**src/rtl/common_dffcam_vq.sv**
```systemverilog
// Flop-based CAM with per-entry valid bits, one write port, one invalidate port,
// global flush, N independent query ports and free-entry allocation outputs.
module common_dffcam_vq #(
    parameter int CAM_DEPTH            = 8,
    parameter int CAM_WIDTH            = 16,
    parameter int QUERY_PORTS          = 2,
    parameter int QUERY_REGISTERED     = 1,
    parameter int WRITE_ADDRESS_ONEHOT = 0,
    parameter int QUERY_ADDRESS_ONEHOT = 0,
    localparam int AW    = (CAM_DEPTH > 1) ? $clog2(CAM_DEPTH) : 1,
    localparam int WA    = (WRITE_ADDRESS_ONEHOT != 0) ? CAM_DEPTH : AW,
    localparam int QA    = (QUERY_ADDRESS_ONEHOT != 0) ? CAM_DEPTH : AW,
    localparam int CNT_W = $clog2(CAM_DEPTH + 1)
) (
    input  logic                           clk,
    input  logic                           reset,
    input  logic                           wen,
    input  logic [WA-1:0]                  waddr,
    input  logic [CAM_WIDTH-1:0]           wdata,
    input  logic                           ien,
    input  logic [WA-1:0]                  iaddr,
    input  logic                           flush,
    input  logic [QUERY_PORTS-1:0]         qen,
    input  logic [QUERY_PORTS*CAM_WIDTH-1:0] qdata,
    output logic [QUERY_PORTS-1:0]         qhit,
    output logic [QUERY_PORTS-1:0]         qmulti,
    output logic [QUERY_PORTS*QA-1:0]      qaddr,
    output logic                           free_valid,
    output logic [QA-1:0]                  free_addr,
    output logic                           full,
    output logic [CNT_W-1:0]               count
);

    logic [CAM_WIDTH-1:0] content_q [CAM_DEPTH];
    logic [CAM_WIDTH-1:0] content_d [CAM_DEPTH];
    logic [CAM_DEPTH-1:0] valid_q, valid_d;
    logic [CAM_DEPTH-1:0] wsel, isel;

    // Out-of-range binary addresses decode to an empty select vector.
    if (WRITE_ADDRESS_ONEHOT != 0) begin : g_wsel_oh
        assign wsel = waddr;
        assign isel = iaddr;
    end else begin : g_wsel_bin
        always_comb begin
            wsel = '0;
            isel = '0;
            for (int i = 0; i < CAM_DEPTH; i++) begin
                wsel[i] = (waddr == AW'(i));
                isel[i] = (iaddr == AW'(i));
            end
        end
    end

    always_comb begin
        content_d = content_q;
        valid_d   = valid_q;
        for (int i = 0; i < CAM_DEPTH; i++) begin
            if (wen && wsel[i])
                content_d[i] = wdata;
            if (flush)
                valid_d[i] = 1'b0;
            else if (wen && wsel[i])
                valid_d[i] = 1'b1;
            else if (ien && isel[i])
                valid_d[i] = 1'b0;
        end
    end

    always_ff @(posedge clk or posedge reset) begin
        if (reset) begin
            valid_q <= '0;
            for (int i = 0; i < CAM_DEPTH; i++)
                content_q[i] <= '0;
        end else begin
            valid_q   <= valid_d;
            content_q <= content_d;
        end
    end

    logic [CAM_DEPTH-1:0]     match [QUERY_PORTS];
    logic [AW-1:0]            qidx  [QUERY_PORTS];
    logic [QUERY_PORTS-1:0]   qhit_d, qmulti_d;
    logic [QUERY_PORTS*QA-1:0] qaddr_d;

    // Clearing the lowest set bit leaves something only when two or more matched.
    always_comb begin
        qhit_d   = '0;
        qmulti_d = '0;
        for (int p = 0; p < QUERY_PORTS; p++) begin
            match[p] = '0;
            qidx[p]  = '0;
            for (int i = 0; i < CAM_DEPTH; i++)
                match[p][i] = qen[p] && valid_q[i] &&
                              (content_q[i] == qdata[p*CAM_WIDTH +: CAM_WIDTH]);
            for (int i = CAM_DEPTH - 1; i >= 0; i--)
                if (match[p][i])
                    qidx[p] = AW'(i);
            qhit_d[p]   = |match[p];
            qmulti_d[p] = |(match[p] & (match[p] - 1'b1));
        end
    end

    for (genvar p = 0; p < QUERY_PORTS; p++) begin : g_qaddr
        if (QUERY_ADDRESS_ONEHOT != 0) begin : g_oh
            assign qaddr_d[p*QA +: QA] = match[p];
        end else begin : g_bin
            assign qaddr_d[p*QA +: QA] = qidx[p];
        end
    end

    if (QUERY_REGISTERED != 0) begin : g_qreg
        logic [QUERY_PORTS-1:0]    qhit_q, qmulti_q;
        logic [QUERY_PORTS*QA-1:0] qaddr_q;
        always_ff @(posedge clk or posedge reset) begin
            if (reset) begin
                qhit_q   <= '0;
                qmulti_q <= '0;
                qaddr_q  <= '0;
            end else begin
                qhit_q   <= qhit_d;
                qmulti_q <= qmulti_d;
                qaddr_q  <= qaddr_d;
            end
        end
        assign qhit   = qhit_q;
        assign qmulti = qmulti_q;
        assign qaddr  = qaddr_q;
    end else begin : g_qcomb
        assign qhit   = qhit_d;
        assign qmulti = qmulti_d;
        assign qaddr  = qaddr_d;
    end

    logic [AW-1:0]    free_idx;
    logic [CNT_W-1:0] count_sum;

    always_comb begin
        free_idx  = '0;
        count_sum = '0;
        for (int i = CAM_DEPTH - 1; i >= 0; i--)
            if (!valid_q[i])
                free_idx = AW'(i);
        for (int i = 0; i < CAM_DEPTH; i++)
            count_sum = count_sum + CNT_W'(valid_q[i]);
    end

    // Lowest zero bit of valid; wraps to zero when every entry is valid.
    if (QUERY_ADDRESS_ONEHOT != 0) begin : g_free_oh
        assign free_addr = ~valid_q & (valid_q + 1'b1);
    end else begin : g_free_bin
        assign free_addr = free_idx;
    end

    assign full       = &valid_q;
    assign free_valid = ~full;
    assign count      = count_sum;

endmodule
```
**config.mk**
```make
export PLATFORM = sky130hd
export DESIGN_NAME = common_dffcam_vq
export DESIGN_NICKNAME = d
export VERILOG_FILES = /design/src/rtl/common_dffcam_vq.sv
export SDC_FILE = /design/constraint.sdc
export NUM_CORES = 1
export LEC_CHECK = 0
export ABC_AREA = 1
export ABC_CLOCK_PERIOD_IN_PS = 6100
export CAP_MARGIN = 20
export CORE_ASPECT_RATIO = 0.75
export CORE_UTILIZATION = 35
export DETAILED_ROUTE_END_ITERATION = 8
export SLEW_MARGIN = 15
export SYNTH_ARGS = -nofsm -noshare
export SYNTH_HDL_FRONTEND = slang
export SYNTH_SLANG_ARGS = --single-unit
```
**constraint.sdc**
```tcl
create_clock -name clk -period 6.1 [get_ports clk]
set_clock_uncertainty 0.05 [all_clocks]
set_input_delay 1.83 -clock clk [delete_from_list [all_inputs] [get_ports clk]]
set_output_delay 1.83 -clock clk [all_outputs]
set_load 0.05 [all_outputs]
```
# Word-level counts from Yosys, hierarchy flattened
# Cells that the tools add are included.
[totals]
latch_bits = 0
out_inout_bits = 19
word_cells = 172
ff_bits = 146
inputBits = 61
ram_bits = 0
romBits = 0
memories = 0
[op_classes]
n_eq_ne = 30
multipliers = 0
n_shift = 0
n_reduce_logical = 63
n_lt_le_gt_ge = 0
muxes = 48
n_div = 0
n_addsub = 9
bitwise_logic = 3
[op_table]
columns = ["cell", "count"]
rows = [
  ["== test 16 bit", 16],
  ["two-way mux 3 bit", 24],
  ["logical AND 1 bit", 48],
  ["OR reduction 8 bit", 4],
  ["== test 3 bit, second input constant", 8],
  ["two-way mux 1 bit", 24],
  ["nonzero test 3 bit", 8],
  ["adder 4 x 1 -> 4 bit", 4],
  ["AND 8 bit", 2],
  ["subtractor 8 x 1 -> 8 bit, second input constant", 2],
  ["== test 3 x 2 -> 1 bit, second input constant", 4],
  ["AND reduction 8 bit", 1],
  ["== test 3 x 1 -> 1 bit, second input constant", 2],
  ["zero test 3 bit", 2],
  ["adder 3 x 1 -> 4 bit", 1],
  ["adder 2 x 1 -> 3 bit", 1],
  ["adder 1 x 1 -> 2 bit", 1],
  ["inverter 1 bit", 1],
]

# Logic depth before layout (Yosys ltp)
[logic_depth]
ltp_word = 10
mapped_depth = 15
ltp_nobuf = 14

# Worst setup path before layout
# OpenSTA, ideal clock, no wires.
[synth_path]
path_kind = "register -> output"
startpoint = "register valid_q[0]"
endpoint = "output count[2]"
path_slack_ps = 821
required_ps = 4220
n_path_buf = 0
stages_incl_launch_ff = 10
arrival_time_ps = 3399
path_cell_list = "dfrtp_1 > fa_1 > inv_1 > fa_1 > fa_1 > inv_1 > ha_1 > inv_1 > fa_1 > xnor2_1"
[synth_via]
elab_chain_cells = 7
[synth_lines]
columns = ["item", "line", "source"]
rows = [
  ["start: declaration", "36", "logic [CAM_DEPTH-1:0] valid_q, valid_d;"],
  ["start signal: assignment", "75", "valid_q <= valid_d;"],
  ["adder 1 x 1 -> 2 bit", "144", "count_sum = count_sum + CNT_W'(valid_q[i]);"],
  ["adder 2 x 1 -> 3 bit", "144", ""],
  ["adder 3 x 1 -> 4 bit", "144", ""],
  ["adder 4 x 1 -> 4 bit (4 in series)", "144", ""],
  ["end: declaration", "31", "output logic [CNT_W-1:0] count"],
]
# No other way between the ends.

# Final worst setup path
[layout_path]
startpoint = "register valid_q[0]"
endpoint = "output count[1]"
# Same word-level chain as after synthesis.

==> metrics.md <==
| Metric | Value |
|---|---|
| Port-buffer cells | 79 |
| Latest clock arrival within the worst-skew pair | 470 ps |
| Final period utilization | 96.83% |
| Drt total wl | 44.36 mm |
| Pwr Total | 3.306 mW |
| Crit end category | output port |
| Post-CTS Hold Fix Bufs | 0 |
| Setup Buffers After CTS | 0 |
| Global placement routability congestion | 1.019 |
| Worst-path clk slew | 70 ps |
| Area leader, netlist | dfrtp_1 |
| Area after DPL | 10890 sq um |
| Reg power frac | 41.5% |
| Final nets | 1639 |
| Post-route DRC | 0 |
| Pre-antenna DRT Iters | 5 |
| Power Dens Cells | 287.9 nW/um^2 |
| Minimum clock period | 5907 ps |
| Tot GR Track Use | 31.71% |
| Layout cell share with drive strength beyond 1 | 6.001% |
| Num CTS Buffers | 17 |
| Final Cell Area | 11490 sq um |
| Worst EP required | 4220 ps |
| Die Span X | 195.8 microns |
| Register Area | 3654 sq um |
| H-tree depth | 4 |
| Chip Height | 147.3 microns |
| Initial Utilization | 36.07% |
| Most common cell after layout, fill and taps aside | nand2_1 |
| Area grow syn2layout | 16.54% |
| Worst Path Arrival | 4030 ps |
| Layout fillers | 2900 |
| Most frequent cells in the layout | nand2_1 (586), o21ai_0 (202), inv_1 (158) |
| Row count | 52 |
| Setup_tns | 0 ps |
| VDD IR max | 0.2302 mV |
| Post-DRT Antenna Nets | 0 |
| Slew Limit Headroom | 44.89% |
| Total core area | 27330 sq um |
| FF+latch count, synth | 146 |
| Largest net degree at the start of global routing | 85 |
| Vias per cell | 5.363 |
| Final Hold Vio Count | 0 |
| Yosys cell types | 36 |
| Mapped Cells | 1512 |
| Crit path kind | reg -> out |
| Area share of the largest cell type after synthesis | 37.07% |
| Top cells by area, synth | dfrtp_1 (37%), nand2_1 (22%), o21ai_0 (10%), inv_1 (6.1%), nor2_1 (5.4%) |
| # clock sinks | 146 |
| Via count | 10.38k |
| Comb power frac | 25.5% |
| GRT Residual Overflow | 0 |
| Worst-Margin Slew | 824.1 ps |
| First-pass GRT wire length | 64.43 mm |
| Run status | finished, final reports clean |
| CTS tree | yes |
| Mean post-synth cell area | 6.518 sq um |
| Switching Share | 38.22% |
| Max Transition Viols Final | 0 |
| Area of the multi-input gates | 5219 sq um |
| Clk pwr share | 33.0% |
| Hold WC Path Type | reg -> reg |
| Die area | 28840 sq um |
| Post-DP HPWL | 34.26 mm |
| Cell area after synthesis | 9856 sq um |
| Syn Nets | 1581 |
| RSZ-0062 raised after global routing | no |
| Max Freq | 169.3 MHz |
| Register area share after synthesis | 37.07% |
| 1st-iter DRT viols | 1314 |
| Critical path fanouts, max | 6 |
| Final setup vio count | 0 |
| Avg WL per Cell | 22.93 microns |
| Int Pwr | 2.043 mW |
| Max cap viols | 0 |
| Cell leakage power | 5.774 nW |
| IO Pins | 80 |
| Synth Warn # | 0 |
| CTS root buf | clkbuf_16 |
| Sw power | 1.264 mW |
| Initial antenna violation count | 0 |
| Post-cts sizing count | 0 |
| CP startpoint kind | flip-flop |
| Vias in the first global route | 9523 |
| Clock buffer depth | 2 |
-- layer usage --
metal | up-vias | track usage (%) | routed length, microns
met1 | 4914 | 47.53 | 20220
met5 | - | 0 | 0
met3 | 63 | 8.035 | 5181
met2 | 586 | 44.21 | 17920
met4 | 0 | 9.336 | 1042
li1 | 4814 | - | -
-- cells by family after synthesis --
logic type               after synthesis  share of synthesized area [%]
flip-flops                           146                          37.07
adder cells (fa/ha/maj)                8                          1.320
XOR/XNOR                              58                          5.154
AO/OA/AOI/OAI                        270                          14.26
buffers and inverters                235                          10.00
AND/OR/NAND/NOR                      795                          32.20
-- power groups by stage --
stage | sequential [mW] | combinational [mW] | clock (mW)
3_5_place_dp | 1.37 | 0.825 | 0
4_1_cts | 1.36 | 0.828 | 1.10
2_1_floorplan | 1.28 | 0.564 | 0
3_3_place_gp | 1.37 | 0.818 | 0
6_report | 1.37 | 0.843 | 1.09
5_1_grt | 1.39 | 0.943 | 1.15
-- area by class of cell --
type	count	share of cell area (%)
Sequential cell	146	31.81
Timing Repair Buffer	92	7.756
Inverter	182	5.991
Antenna cell	1	0.02179
Clock inverter	14	1.340
Tap cell	351	3.824
Clock buffer	18	3.824
Multi-Input combinational cell	1131	45.44
-- path summary, 6_finish.rpt --
| check | start | end | slack [ps] | cells after the start |
|---|---|---|---|---|
| min in group asynchronous | reset | content_q[57] | 1850 | 2 |
| max in group asynchronous | reset | content_q[92] | 3140 | 3 |
| max | valid_q[0] | count[1] | 190 | 10 |
| min | content_q[36] | content_q[36] | 440 | 2 |
| min reg2reg | content_q[36] | content_q[36] | 440 | 2 |
| max reg2reg | content_q[85] | qmulti[1] | 3750 | 14 |
-- sequential cells by signal, indices dropped and copies added, names as in the netlist --
register   flops
content_q    128
qaddr          6
qhit           2
qmulti         2
valid_q        8
-- Yosys cell counts (all sizes together) --
library cell and n:
nand2 591, o21ai 222, inv 181, nor2 151, dfrtp 146, xor2 51
buf 29, nand3 28, clkbuf 24, a21oi 22, nor3 15, o211ai 11
o22ai 8, xnor2 7, nand4 5, fa 4, ha 4, or2 4
o21bai 3, o21a 2, a31oi 1, clkinv 1, nor4 1, o31ai 1
-- critical path, cell delays in order, from the launching register on --
cell             delay (ps)
dfrtp_1                 460
fa_1                    550
inv_1                    50
fa_1                    490
fa_1                    400
inv_1                    60
ha_1                    160
inv_1                    70
fa_1                    470
inv_1                    60
clkdlybuf4s50_1         790
-- metrics by stage --
stage | util (%) | worst slack, ps | std cells | hold slack [ps]
floorplan | - | 297.0 | 1512 | 403.0
global placement | 39.84 | 564.7 | 1902 | 424.1
detailed placement | 39.84 | 609.8 | 1902 | 428.4
CTS | 42.01 | 101.9 | 1934 | 443.4
global route | 42.02 | 27.31 | 1934 | 460.3
finish | 42.03 | 193.3 | 1935 | 439.7
Power figures use the tool's default switching activity.
